[src/rtl/ras_ctrl_if.sv]
// Signal bundle between fetch/pipeline control, ras_ctrl and the ras stack.
// The master side is the controller; the slave side is the surrounding pipeline and stack.
interface ras_ctrl_if #(
  parameter int unsigned STAGES = 2,
  parameter int unsigned XLEN   = 32,
  parameter int unsigned WIDTH  = XLEN - 1
);
  logic              fetch_valid;
  logic [XLEN-1:0]   fetch_pc;
  logic [31:0]       fetch_instr;
  logic [STAGES-1:0] stage_adv;
  logic [STAGES-1:0] kill;
  logic [WIDTH-1:0]  ras_dout;
  logic              ras_valid;

  logic              push;
  logic              pop;
  logic [WIDTH-1:0]  din;
  logic [STAGES-1:0] commit;
  logic [STAGES-1:0] flush;
  logic              pred_valid;
  logic [XLEN-1:0]   pred_target;
  logic [STAGES-1:0] occ;

  modport master (
    input  fetch_valid, fetch_pc, fetch_instr, stage_adv, kill, ras_dout, ras_valid,
    output push, pop, din, commit, flush, pred_valid, pred_target, occ
  );

  modport slave (
    output fetch_valid, fetch_pc, fetch_instr, stage_adv, kill, ras_dout, ras_valid,
    input  push, pop, din, commit, flush, pred_valid, pred_target, occ
  );
endinterface

[src/rtl/ras_ctrl.sv]
// Return-address-stack front-end: decodes calls/returns into push/pop, tracks which
// speculative stages hold a stack op, and drives the stack's commit/flush vectors.
module ras_ctrl #(
  parameter int unsigned STAGES = 2,
  parameter int unsigned XLEN   = 32,
  parameter int unsigned WIDTH  = XLEN - 1
) (
  input logic      clk,
  input logic      rst_i,
  ras_ctrl_if.master bus
);

  localparam logic [6:0] OpJal  = 7'b1101111;
  localparam logic [6:0] OpJalr = 7'b1100111;

  logic [6:0]        opcode;
  logic [4:0]        rd;
  logic [4:0]        rs1;
  logic [2:0]        funct3;
  logic              is_jal;
  logic              is_jalr;
  logic              link_rd;
  logic              link_rs1;
  logic              dec_push;
  logic              dec_pop;
  logic              any_kill;
  logic              issue;
  logic [XLEN-1:0]   pc_plus4;
  logic [STAGES-1:0] flush;
  logic [STAGES-1:0] commit;
  logic [STAGES-1:0] occ_d;
  logic [STAGES-1:0] occ_q;

  assign opcode = bus.fetch_instr[6:0];
  assign rd     = bus.fetch_instr[11:7];
  assign funct3 = bus.fetch_instr[14:12];
  assign rs1    = bus.fetch_instr[19:15];

  assign is_jal   = (opcode == OpJal);
  assign is_jalr  = (opcode == OpJalr) && (funct3 == 3'b000);
  assign link_rd  = (rd == 5'd1) || (rd == 5'd5);
  assign link_rs1 = (rs1 == 5'd1) || (rs1 == 5'd5);

  // JALR with rd==rs1 (both link regs) is a plain call, not a coroutine swap.
  assign dec_push = (is_jal || is_jalr) && link_rd;
  assign dec_pop  = is_jalr && link_rs1 && (!link_rd || (rd != rs1));

  assign any_kill = |bus.kill;
  assign issue    = bus.fetch_valid && !any_kill && !rst_i && (dec_push || dec_pop);

  assign pc_plus4 = bus.fetch_pc + XLEN'(4);

  assign bus.push        = issue && dec_push;
  assign bus.pop         = issue && dec_pop;
  assign bus.din         = pc_plus4[XLEN-1:1];
  assign bus.pred_valid  = issue && dec_pop && bus.ras_valid;
  assign bus.pred_target = {bus.ras_dout, 1'b0};

  // A kill at stage k squashes every younger stage, so flush is a suffix OR.
  always_comb begin
    logic acc;
    acc   = 1'b0;
    flush = '0;
    for (int i = STAGES - 1; i >= 0; i--) begin
      acc      = acc | bus.kill[i];
      flush[i] = acc;
    end
  end

  always_comb begin
    commit = '0;
    for (int i = 0; i < STAGES; i++) begin
      commit[i] = bus.stage_adv[i] && occ_q[i] && !flush[i] && !rst_i;
    end
  end

  always_comb begin
    occ_d = occ_q;
    if (flush[0]) begin
      occ_d[0] = 1'b0;
    end else if (issue) begin
      occ_d[0] = 1'b1;
    end else if (bus.stage_adv[0]) begin
      occ_d[0] = 1'b0;
    end
    for (int i = 1; i < STAGES; i++) begin
      if (flush[i]) begin
        occ_d[i] = 1'b0;
      end else if (bus.stage_adv[i-1]) begin
        // The stage below may itself be the oldest killed stage; its content is squashed.
        occ_d[i] = occ_q[i-1] && !flush[i-1];
      end else if (bus.stage_adv[i]) begin
        occ_d[i] = 1'b0;
      end
    end
  end

  always_ff @(posedge clk) begin
    if (rst_i) begin
      occ_q <= '0;
    end else begin
      occ_q <= occ_d;
    end
  end

  assign bus.flush  = flush;
  assign bus.commit = commit;
  assign bus.occ    = occ_q;

  logic unused_bits;
  assign unused_bits = ^{bus.fetch_instr[31:20], pc_plus4[0]};

endmodule

[src/flat_wrapper.sv]
// flat-port wrapper written by rule: the top's interface ports become plain ports
module ras_ctrl_flat 
#(
  parameter int unsigned STAGES = 2,
  parameter int unsigned XLEN   = 32,
  parameter int unsigned WIDTH  = XLEN - 1
)
  (clk, rst_i, bus_fetch_valid, bus_fetch_pc, bus_fetch_instr, bus_stage_adv, bus_kill, bus_ras_dout, bus_ras_valid, bus_push, bus_pop, bus_din, bus_commit, bus_flush, bus_pred_valid, bus_pred_target, bus_occ);
  ras_ctrl_if #(.STAGES(STAGES), .XLEN(XLEN), .WIDTH(WIDTH)) bus_i ();
  input logic clk;
  input logic rst_i;
  input wire logic [$bits(bus_i.fetch_valid)-1:0] bus_fetch_valid;
  input wire logic [$bits(bus_i.fetch_pc)-1:0] bus_fetch_pc;
  input wire logic [$bits(bus_i.fetch_instr)-1:0] bus_fetch_instr;
  input wire logic [$bits(bus_i.stage_adv)-1:0] bus_stage_adv;
  input wire logic [$bits(bus_i.kill)-1:0] bus_kill;
  input wire logic [$bits(bus_i.ras_dout)-1:0] bus_ras_dout;
  input wire logic [$bits(bus_i.ras_valid)-1:0] bus_ras_valid;
  output wire logic [$bits(bus_i.push)-1:0] bus_push;
  output wire logic [$bits(bus_i.pop)-1:0] bus_pop;
  output wire logic [$bits(bus_i.din)-1:0] bus_din;
  output wire logic [$bits(bus_i.commit)-1:0] bus_commit;
  output wire logic [$bits(bus_i.flush)-1:0] bus_flush;
  output wire logic [$bits(bus_i.pred_valid)-1:0] bus_pred_valid;
  output wire logic [$bits(bus_i.pred_target)-1:0] bus_pred_target;
  output wire logic [$bits(bus_i.occ)-1:0] bus_occ;
  assign bus_i.fetch_valid = bus_fetch_valid;
  assign bus_i.fetch_pc = bus_fetch_pc;
  assign bus_i.fetch_instr = bus_fetch_instr;
  assign bus_i.stage_adv = bus_stage_adv;
  assign bus_i.kill = bus_kill;
  assign bus_i.ras_dout = bus_ras_dout;
  assign bus_i.ras_valid = bus_ras_valid;
  assign bus_push = bus_i.push;
  assign bus_pop = bus_i.pop;
  assign bus_din = bus_i.din;
  assign bus_commit = bus_i.commit;
  assign bus_flush = bus_i.flush;
  assign bus_pred_valid = bus_i.pred_valid;
  assign bus_pred_target = bus_i.pred_target;
  assign bus_occ = bus_i.occ;
  ras_ctrl #(.STAGES(STAGES), .XLEN(XLEN), .WIDTH(WIDTH)) u_core (.clk(clk), .rst_i(rst_i), .bus(bus_i));
endmodule
[config.mk]
export PLATFORM = sky130hd
export DESIGN_NAME = ras_ctrl_flat
export DESIGN_NICKNAME = d
export VERILOG_FILES = /design/src/rtl/ras_ctrl_if.sv /design/src/rtl/ras_ctrl.sv /design/src/flat_wrapper.sv
export SDC_FILE = /design/constraint.sdc
export NUM_CORES = 1
export LEC_CHECK = 0
export CELL_PAD_IN_SITES_DETAIL_PLACEMENT = 1
export CELL_PAD_IN_SITES_GLOBAL_PLACEMENT = 1
export CORE_MARGIN = 2
export CORE_UTILIZATION = 13
export CTS_CLUSTER_SIZE = 25
export DETAILED_ROUTE_END_ITERATION = 7
export PLACE_DENSITY_LB_ADDON = 0.1
export SLEW_MARGIN = 25
export SYNTH_ARGS = -nofsm -noshare
export SYNTH_HDL_FRONTEND = slang
export SYNTH_SLANG_ARGS = --single-unit
[constraint.sdc]
create_clock -name clk -period 1.6 [get_ports clk]
set_input_delay 0.16 -clock clk [delete_from_list [all_inputs] [get_ports clk]]
set_output_delay 0.16 -clock clk [all_outputs]
set_load 0.1 [all_outputs]
# --- Word level (Yosys, flattened, before mapping) ---
# Cells that the tools add are included.
totals:
  word_cells: 48
  regBits: 2
classes:
  mux: 4
  eq_ne: 7
  bitwise_logic: 1
  n_reduce_logical: 33
  add_sub_neg: 1
op_table:
  columns: ["op", "count"]
  rows:
  - ["$add 32x3->32 const B", 1]
  - ["$logic_and 1x1->1", 17]
  - ["$eq 7x7->1 const B", 2]
  - ["$eq 5x1->1 const B", 2]
  - ["$eq 5x3->1 const B", 2]
  - ["$reduce_or 2->1", 3]
  - ["$logic_not 1->1", 5]
  - ["$logic_or 1x1->1", 5]
  - ["$ne 5x5->1", 1]
  - ["$mux 1", 4]
  - ["$reduce_bool 2->1", 2]
  - ["$logic_not 3->1", 1]
  - ["$or 1x1->1", 1]

# --- Depth between registers and ports, before layout ---
# Gate-level depths: netlist (run 1).
depth:
  depth_word: 9
  depth_mapped: 5
  ltp_nobuf: 5

# --- Least setup slack after synthesis (run 1) ---
# No wires, ideal clock.
synth_path:
  kind: "input to output"
  startpoint: "in rst_i"
  endpoint: "out bus_pred_valid"
  arrival_ns: 3.143
  required_time_ns: 1.440
  path_buffers: 0
  cell_stages: 4
  path_slack_ns: -1.703
  path_cell_list: "or3_1 or3_1 a211oi_2 and2_1"
synth_via:
  elab_chain_len: 5
synth_lines:
  columns: ["element", "line", "rtl"]
  rows:
  - ["start: declaration", "flat_wrapper.sv:11", "input logic rst_i;"]
  - ["$logic_not 1->1", "ras_ctrl.sv:49", "assign issue = bus.fetch_valid && !any_kill && !rst_i && (dec_push || dec_pop);"]
  - ["$logic_and 1x1->1 (2 in series)", "ras_ctrl.sv:49", null]
  - ["$logic_and 1x1->1", null, null]
  - ["via bus_pop", "flat_wrapper.sv:20", "output wire logic [$bits(bus_i.pop)-1:0] bus_pop;"]
  - ["$logic_and 1x1->1", "ras_ctrl.sv:56", "assign bus.pred_valid = issue && dec_pop && bus.ras_valid;"]
  - ["end: declaration", "flat_wrapper.sv:24", "output wire logic [$bits(bus_i.pred_valid)-1:0] bus_pred_valid;"]
# The timed path passes the listed nets, and every way through them passes these cells.

# --- Worst setup path after layout (run 1) ---
layout_path:
  startpoint: "in bus_fetch_pc[3]"
  endpoint: "out bus_din[29]"
layout_via:
  elab_chain_len: 1
layout_lines:
  columns: ["element", "line", "rtl"]
  rows:
  - ["start: declaration", "flat_wrapper.sv:13", "input wire logic [$bits(bus_i.fetch_pc)-1:0] bus_fetch_pc;"]
  - ["$add 32x3->32", "ras_ctrl.sv:51", "assign pc_plus4 = bus.fetch_pc + XLEN'(4);"]
  - ["end: declaration", "flat_wrapper.sv:21", "output wire logic [$bits(bus_i.din)-1:0] bus_din;"]
# Every way passes these cells.

==> run metrics, run 1 <==
run status complete, but fails checks; violated checks setup timing; H-Tree Depth 1; most used routing layer met2; net count of the mapped netlist 261; global-route wire length before repair 9.05 mm; Final min period 1.78 ns; WL final around 6.0 mm; Worst-path clk slew 0.03 ns; die area 9230 um2; number of max-cap violations 0; hpwl dp between 4 and 5 mm; hold path start rst_i; area of the multi-input gates 1650 um2; RSZ-0062 raised after global routing true; Worst path max stage delay roughly 0.27 ns; Setup Crit Path Kind in2out; Setup WS post-layout -0.175 ns; worst setup path startpoint bus_fetch_pc[3]; leakage power 1.74 nW; Util after Layout 48.1%; Placement Setup Slack -0.710 ns; Power Dens Cells about 330 nW/um2; Storage cell area between 40 and 50 um2; met3 GRT Util 2.90%; post-synth cell types 31; Seq/Total Area, Yosys between 3 and 4%; Starting Density 13.4%; chip width a little under 100 um; number of port buffers 96; count of final hold-check violations 0; vias in the first global route 1757; core box area 8220 um2; Sinks on Clock Net 2; worst path cell trace buf_8 -> ha_4 -> and4_4 -> nand3_4 -> buf_6 -> nor4_4 -> buf_4 -> xnor2_4 -> buf_12; worst-case reg-to-reg path depth 3; max-slew violation count 0; CP max-delay cell nor4_4; CTS tree done; GR Util met2 24.6%; hold_buf cts 0; Critical Path RT ~1.4 ns; Vias 1635; routed vias/inst between 4 and 5; GR Layer Usage met1 between 10% and 20%; arrival time at the worst endpoint 1.62 ns; root buffer cell clkbuf_8; area grow syn2layout 258%; yosys warns 0; synthesis-stage register bit count 2; Die Y between 90 and 100 um; initial antenna violation count 1; CTS Buf Count 3; cell count after synthesis 157; grt ovf 0; Critical Path Source Type input port; Hold Path Class in2reg; TritonRoute pass-1 iters 3; critical-path maximum fanout 5; final-layout fill cell count 832; Ant. Diodes 0; DR DRC count 0; layout cells sized above 1 74.4%; # IOs 175; GRT Util Overall about an eighth; Worst R2R Setup Slack 0.64 ns; hold path depth 3; Rows 33; Area after DPL between 3000 and 4000 um2; synthesized area per cell 7.02 um2; Clock Skew between 0.007 and 0.008 ns; max reg flops 2; Setup violations, final 20; maximum vdd ir drop 298 uV; wire length per cell 15.2 um; Post-DRT Antenna Nets 0; CTS max path bufs 2; Final GP Congestion 0.750; Worst R2R End u_core.bus.occ[1]; fmax roughly 560 MHz; clk_lat worst skew 0.22 ns; Iter 0 DRT Violations 2; fin area 3950 um2; Final Cycle Share 111%; worst r2r src u_core.bus.occ[1]; worst hold endpoint u_core.bus.occ[1]; largest net degree at the start of global routing 9; Setup crit end kind output port; Nets 398; Post-Syn Area 1100 um2
[area by class of cell]
class | instances | area share [%]
tap | 105 | 3.33
inverter | 7 | 0.665
multi-input combinational | 110 | 41.8
timing repair buffer | 170 | 51.9
clock buffer | 4 | 1.14
sequential | 2 | 1.11
[Yosys cell counts]
cell	number	area share, %
buf_4	35	24
xor2_1	19	15
nand2_1	13	4.4
nand3_1	11	5.0
xnor2_1	10	7.9
nor4_1	9	5.1
nor3_1	8	3.6
inv_1	7	2.4
nor2_1	7	2.4
nand4_1	4	2.3
nor4_2	4	4.5
and3_1	3	1.7
and4_1	3	2.4
and2_1	2	1.1
buf_2	2	0.91
dfxtp_1	2	3.6
nand3_2	2	1.8
nor4b_1	2	1.6
or3_1	2	1.1
a211oi_2	1	1.1
buf_6	1	1.0
clkbuf_1	1	0.34
conb_1	1	0.34
ha_1	1	1.1
nand4b_1	1	0.79
nor2b_1	1	0.57
o21ai_0	1	0.45
o31a_1	1	0.79
o32a_1	1	0.91
or2_2	1	0.57
or3_4	1	1.0
[metal layers]
layer,routed length (um),part of all wire (%),vias up
met5,10,0.17,-
met4,99,1.6,2
met3,443,7.3,16
met2,3430,57,77
met1,2050,34,766
li1,-,-,774
[critical path, delay by kind of cell]
kind	cells	cell delay [ns]
xor gates and xnor gates	1	0.12
and+or+nand+nor	3	0.60
adders and majority gates	1	0.12
buffers and inverters	4	0.60
[what timing repair did]
action	in CTS	in global routing
endpoints found under the setup margin	30	25
buffers inserted	7	4
gates cloned	3	0
gates resized for setup	154	33
pin swaps	40	19
[how the worst max path moves through the flow]
stage                          end  slack (ns)  cells after the start
finish                 bus_din[29]       -0.18                      9
CTS                    bus_din[29]       -0.21                      9
detailed placement     bus_din[22]       -0.71                      7
floorplan           bus_pred_valid       -0.87                      4
global placement       bus_din[24]       -0.68                      7
global route        bus_pred_valid       -0.23                      6
[layout by cell type (no fill, tap or decap), drive strengths merged]
cell type and count:
o32a 1, xor2 19, nand4 4, nor2b 1
buf 132, and2 2, o31a 1, or2 1
inv 7, dlymetal6s2s 4, dlygate4sd2 13, nor4 13
clkbuf 7, nand2 13, conb 1, and3 3
clkdlybuf4s15 2, o21ai 1, nor2 7, and4 3
a211oi 1, xnor2 10, nor3 8, nand3 13
or3 4, ha 1, clkdlybuf4s50 16, dfxtp 2
nor4b 2, nand4b 1
[per-stage QoR]
step                      total power, mW  hold slack (ns)  setup TNS (ns)  instances
after floorplan                     0.936            0.227           -6.76        157
after detailed placement             1.06            0.321          -15.49        380
final                                1.30            0.216           -1.77        398
after CTS                            1.30            0.211           -2.29        394
after global routing                 1.36            0.220           -3.12        398
after global placement               1.06            0.321          -14.89        380
[cell families after synthesis]
logic type      synth area share [%]
compound gates                  3.29
xor+xnor                        23.0
fa+ha+maj                       1.13
buf+inv                         28.5
flops                           3.63
other cells                    0.340
simple gates                    40.1
[power by group]
| group | switching, mW | leakage, nW | total [mW] | internal [mW] |
|---|---|---|---|---|
| sequential | 0.000000322 | 0.0169 | 0.0486 | 0.0486 |
| clock | 0.0445 | 0.0228 | 0.214 | 0.169 |
| combinational | 0.591 | 1.70 | 1.04 | 0.447 |
No activity file was read; power rests on OpenSTA's default activity.
==> run 2, diff against run 1 <==
--- a/config.mk
+++ b/config.mk
@@ -7,10 +7,11 @@
 export LEC_CHECK = 0
 export CELL_PAD_IN_SITES_DETAIL_PLACEMENT = 1
 export CELL_PAD_IN_SITES_GLOBAL_PLACEMENT = 1
-export CORE_MARGIN = 2
-export CORE_UTILIZATION = 13
+export CORE_AREA = 2 2 68 70
 export CTS_CLUSTER_SIZE = 25
 export DETAILED_ROUTE_END_ITERATION = 7
+export DIE_AREA = 0 0 70 72
+export DONT_BUFFER_PORTS = 1
 export PLACE_DENSITY_LB_ADDON = 0.1
 export SLEW_MARGIN = 25
 export SYNTH_ARGS = -nofsm -noshare
==> run 2 against run 1 <==
  * The run still ends with setup timing left
  * Highest routed layer is now met4
  * Clock skew decreased by 0.0043 ns
  * Register-to-register slack lost 0.03 ns
  * Sequential power is essentially flat
  * Core utilization grew 14 points
  * Routed wire length fell by 25%
  * Worst setup slack improved by 0.092 ns
  * Sequential share of layout area rose by 0.54 points
  * Via count is 25% lower
  * Final area is 33% lower
  * Critical path depth is 3 lower
  * Total power down 27%
  * Combinational power is 34% lower
==> run metrics, run 2 (synthesis results as in run 1) <==
maximum vdd ir drop 358 uV; leakage power 1.09 nW; clk_lat worst skew ~0.21 ns; worst-case reg-to-reg path depth 3; pin slew with the least headroom to its limit 0.734 ns; Die Y 72 um; Iter 0 DRT Violations 31; Worst R2R Setup Slack approximately 0.61 ns; WL final around 4.5 mm; fmax just under 600 MHz; Area after DPL 2430 um2; Min Hold Slack between 0.015 and 0.02 ns; worst setup path startpoint bus_fetch_pc[4]; Critical Path Source Type input port; commonest non-fill, non-tap cell in the layout buf_12; Power Dens Cells 356 nW/um2; Post-DRT Antenna Nets 0; violated checks setup timing; area grow syn2layout 141%; Clock Skew 0.00293 ns; commonest cells after routing, fill and taps aside buf_12, buf_4, xor2_4; H-Tree Depth 1; hpwl dp approximately 4.0 mm; die area 5040 um2; Worst R2R End u_core.bus.occ[1]; Vias 1221; power consumption between 0.9 and 1 mW; grt ovf 0; max reg flops 2; final-layout fill cell count 405; Setup crit end kind output port; Rel. slew slack 51.1%; worst r2r src u_core.bus.occ[1]; largest net degree at the start of global routing 13; GRT Util Overall 17.2%; DR DRC count 0; CTS max path bufs 2; Worst-path clk slew 0.03 ns; Setup WS post-layout -0.0834 ns; Critical Path RT 1.44 ns; vias in the first global route 1375; Final Cycle Share 105%; Sinks on Clock Net 2; initial antenna violation count 0; CTS Buf Count 3; core box area about 4300 um2; count of final hold-check violations 0; global-route wire length before repair 7.02 mm; routed vias/inst 5.09; Setup violations, final 11; arrival time at the worst endpoint 1.52 ns; max-slew violation count 0; Rows 24; layout cells sized above 1 approximately 73%; fin area 2660 um2; CTS tree done; run status complete, but fails checks; Ant. Diodes 0; Hold Path Class in2reg; hold path depth 1; worst setup path endpoint bus_din[28]; # IOs around 180; Setup Crit Path Kind in2out; chip width about 70 um; root buffer cell clkbuf_8; critical-path maximum fanout 8; number of max-cap violations 0; RSZ-0062 raised after global routing true; Starting Density 25.9%; Nets approximately 290; TritonRoute pass-1 iters 4; number of port buffers 0; Final min period 1.68 ns; Final GP Congestion around 0.75; wire length per cell 18.9 um
==> run 2: per-stage QoR <==
stage / std cells / util, % / worst slack [ns] / setup TNS (ns)
floorplan: 157 / - / -0.870 / -6.76
finish: 240 / 62.3 / -0.0834 / -0.417
CTS: 238 / 60.0 / -0.104 / -0.814
global placement: 231 / 57.0 / -0.0764 / -0.418
detailed placement: 231 / 57.0 / -0.144 / -0.827
global route: 240 / 62.3 / -0.142 / -1.19
==> run 2: report_power, final <==
part           leakage, nW  switching, mW  internal (mW)
sequential          0.0169    0.000000147         0.0486
combinational         1.05          0.449          0.235
clock               0.0228         0.0431          0.169
total                 1.09          0.492          0.453
==> run 2: final cells by class <==
class,instances,area (um2),area share [%]
Multi-Input combinational cell,109,1530,57.4
Timing Repair Buffer,66,950,35.8
Tap cell,52,65.1,2.45
Clock buffer,4,45.0,1.70
Sequential cell,2,43.8,1.65
Inverter,7,26.3,0.990
==> run 2: worst min-delay path by stage <==
| stage | start | endpoint |
|---|---|---|
| floorplan | bus_kill[1] | u_core.bus.occ[1] |
| global placement | bus_kill[1] | u_core.bus.occ[1] |
| detailed placement | bus_kill[1] | u_core.bus.occ[1] |
| CTS | bus_kill[1] | u_core.bus.occ[1] |
| global route | bus_kill[1] | u_core.bus.occ[1] |
| finish | bus_kill[1] | u_core.bus.occ[1] |
==> run 2: metal layers <==
layer  share of wire (%)  vias up  GRT usage, %
met5                   0        -             0
met4                0.66        0          3.21
met3                  11        4          7.08
met2                  59       84          33.3
met1                  29      579          17.6
li1                    -      554             -
==> run 2: worst max-delay path, cell delays in order <==
cell,delay (ns)
nand3_4,0.06
or3_4,0.48
buf_4,0.18
nor4_4,0.26
xor2_4,0.19
buf_12,0.19
==> run 2: repair_timing <==
action	in CTS	in global routing
endpoints found under the setup margin	15	18
pin swaps	12	11
hold buffers	0	0
gates resized for setup	10	15
setup buffers	3	2
==> run 3, diff against run 2 <==
--- a/config.mk
+++ b/config.mk
@@ -7,10 +7,10 @@
 export LEC_CHECK = 0
 export CELL_PAD_IN_SITES_DETAIL_PLACEMENT = 1
 export CELL_PAD_IN_SITES_GLOBAL_PLACEMENT = 1
-export CORE_AREA = 2 2 68 70
+export CORE_AREA = 2 2 67 69
 export CTS_CLUSTER_SIZE = 25
 export DETAILED_ROUTE_END_ITERATION = 7
-export DIE_AREA = 0 0 70 72
+export DIE_AREA = 0 0 69 71
 export DONT_BUFFER_PORTS = 1
 export PLACE_DENSITY_LB_ADDON = 0.1
 export SLEW_MARGIN = 25
==> constraint.sdc (replaced) <==
create_clock -name clk -period 1.95 [get_ports clk]
set_input_delay 0.195 -clock clk [delete_from_list [all_inputs] [get_ports clk]]
set_output_delay 0.195 -clock clk [all_outputs]
set_load 0.1 [all_outputs]
==> run 3 against run 2 <==
  * The run now ends clean
  * Critical path depth fell by 1
  * Core utilization fell by 12 points
  * Clock power fell by 20%
  * Via count fell by 4.8%
  * Non-clock buffer count fell by 15
  * Sequential power fell by 15%
  * Combinational power fell by 25%
  * Register-to-register slack improved by 0.07 ns
  * First-iteration DRC count fell by 23%
  * Critical path type unchanged
  * Clock-buffer cell count fell by 1
==> run metrics, run 3 (synthesis results as in run 1) <==
commonest non-fill, non-tap cell in the layout buf_4; max reg flops 2; worst path cell trace nand2_1 -> or3_4 -> nor4_2 -> xor2_4 -> buf_12; Ant. Diodes 0; max-slew violation count 0; hpwl dp 3.38 mm; initial antenna violation count 0; Flop pwr share 5.7%; CTS Buf Count 3; Rows 24; hold_buf cts 0; Nets about 280; core box area ~4200 um2; Final Cycle Share 93.0%; # IOs 175; CTS tree done; Sinks on Clock Net 2; run status complete, no violations; clock network power share between 20% and 30%; maximum vdd ir drop 308 uV; clk_lat worst skew 0.22 ns; Switching Share 54.0%; CTS max path bufs 2; number of max-cap violations 0; Setup crit end kind output port; delay-heaviest family, CP simple AND/OR/NAND/NOR gates; Worst-path clk slew 0.03 ns; Sw Pwr roughly 0.4 mW; Area after DPL 2080 um2; Vias around 1200; H-Tree Depth 1; # Post-CTS Setup Buffers 0; grt ovf 0; chip width 69 um; Placed Cells ~220; Post-DRT Antenna Nets 0; Worst path max stage delay 0.49 ns; leakage power 0.810 nW; Combinational Power Share a little under three quarters; Crit path buffers/inverters 1; Final min period 1.81 ns; setup TNS 0 ns; largest net degree at the start of global routing 13; Placement Setup Slack 0.116 ns; TritonRoute pass-1 iters 2; Iter 0 DRT Violations 24; area grow syn2layout 92.1%; power consumption 0.725 mW; Setup Crit Path Kind in2out; Post-Layout Cell Count 224; Setup WS post-layout ~0.14 ns; final-layout fill cell count 443; number of port buffers 0; Critical Path RT roughly 1.8 ns; wire length per cell 17.4 um; Setup violations, final 0; Rel. slew slack 53.6%; die area slightly below 5000 um2; Pint 0.334 mW; Starting Density 26.2%; layout cells sized above 1 61.0%; arrival time at the worst endpoint 1.62 ns; Power Dens Cells 342 nW/um2; critical-path maximum fanout 12; pin slew with the least headroom to its limit 0.687 ns; commonest cells after routing, fill and taps aside buf_4, buf_12, xor2_4; GRT Util Overall 15.6%; fmax 551 MHz; Clock Skew 0.00774 ns; Die Y between 70 and 80 um; count of final hold-check violations 0; CP max-delay cell or3_4; Final GP Congestion slightly above 0.7; Hold Path Class in2reg; routed vias/inst 5.19; DR DRC count 0; WL final 3.91 mm; RSZ-0062 raised after global routing false; # resized after CTS 0; fin area 2120 um2; global-route wire length before repair between 6 and 7 mm; Critical Path Source Type input port; vias in the first global route 1348; root buffer cell clkbuf_8
run 3: cell type report:
class,count,area (um2),area share [%]
multi-input cells,109,1300,61.3
repair buffers,51,646,30.5
well taps,52,65.1,3.07
flip-flops and latches,2,41.3,1.95
clock buffers,3,41.3,1.95
inverters,7,26.3,1.24
run 3: metrics by stage:
step / util [%] / hold slack [ns]
after floorplan: - / 0.264
after global placement: 49.4 / 0.266
after detailed placement: 49.4 / 0.271
after CTS: 50.4 / 0.0558
after global routing: 50.4 / 0.0533
final: 50.4 / 0.0568
run 3: worst register-to-register path: cells and delay by family, from the launching register on:
kind                   cells  cell delay, ns
flip-flops                 1            0.32
AND/OR/NAND/NOR            1            0.13
AO/OA/AOI/OAI              1            0.36
buffers and inverters      2            0.37
run 3: worst paths after layout:
kind                                        start                end  slack, ns  cells past startpoint
worst max-delay path              bus_fetch_pc[3]        bus_din[20]       0.14                      5
worst min-delay path                  bus_kill[1]  u_core.bus.occ[1]       0.06                      1
worst max register to register  u_core.bus.occ[1]  u_core.bus.occ[1]       0.68                      4
worst min register to register  u_core.bus.occ[0]  u_core.bus.occ[1]       0.66                      3
run 3: power groups by stage:
| stage | registers, mW | clock network, mW | logic, mW |
|---|---|---|---|
| final | 0.0412 | 0.170 | 0.514 |
| after global routing | 0.0412 | 0.179 | 0.526 |
| after CTS | 0.0412 | 0.174 | 0.517 |
| after detailed placement | 0.0417 | 0 | 0.517 |
| after global placement | 0.0417 | 0 | 0.512 |
| after floorplan | 0.0417 | 0 | 0.714 |
run 3: per-layer routing:
metal  up-vias  GRT usage [%]  share of wire [%]
li1        525              -                  -
met1       539           14.8                 29
met2        93           29.8                 57
met3         6           7.83                 13
met4         0           4.14                1.2
met5         -              0                  0
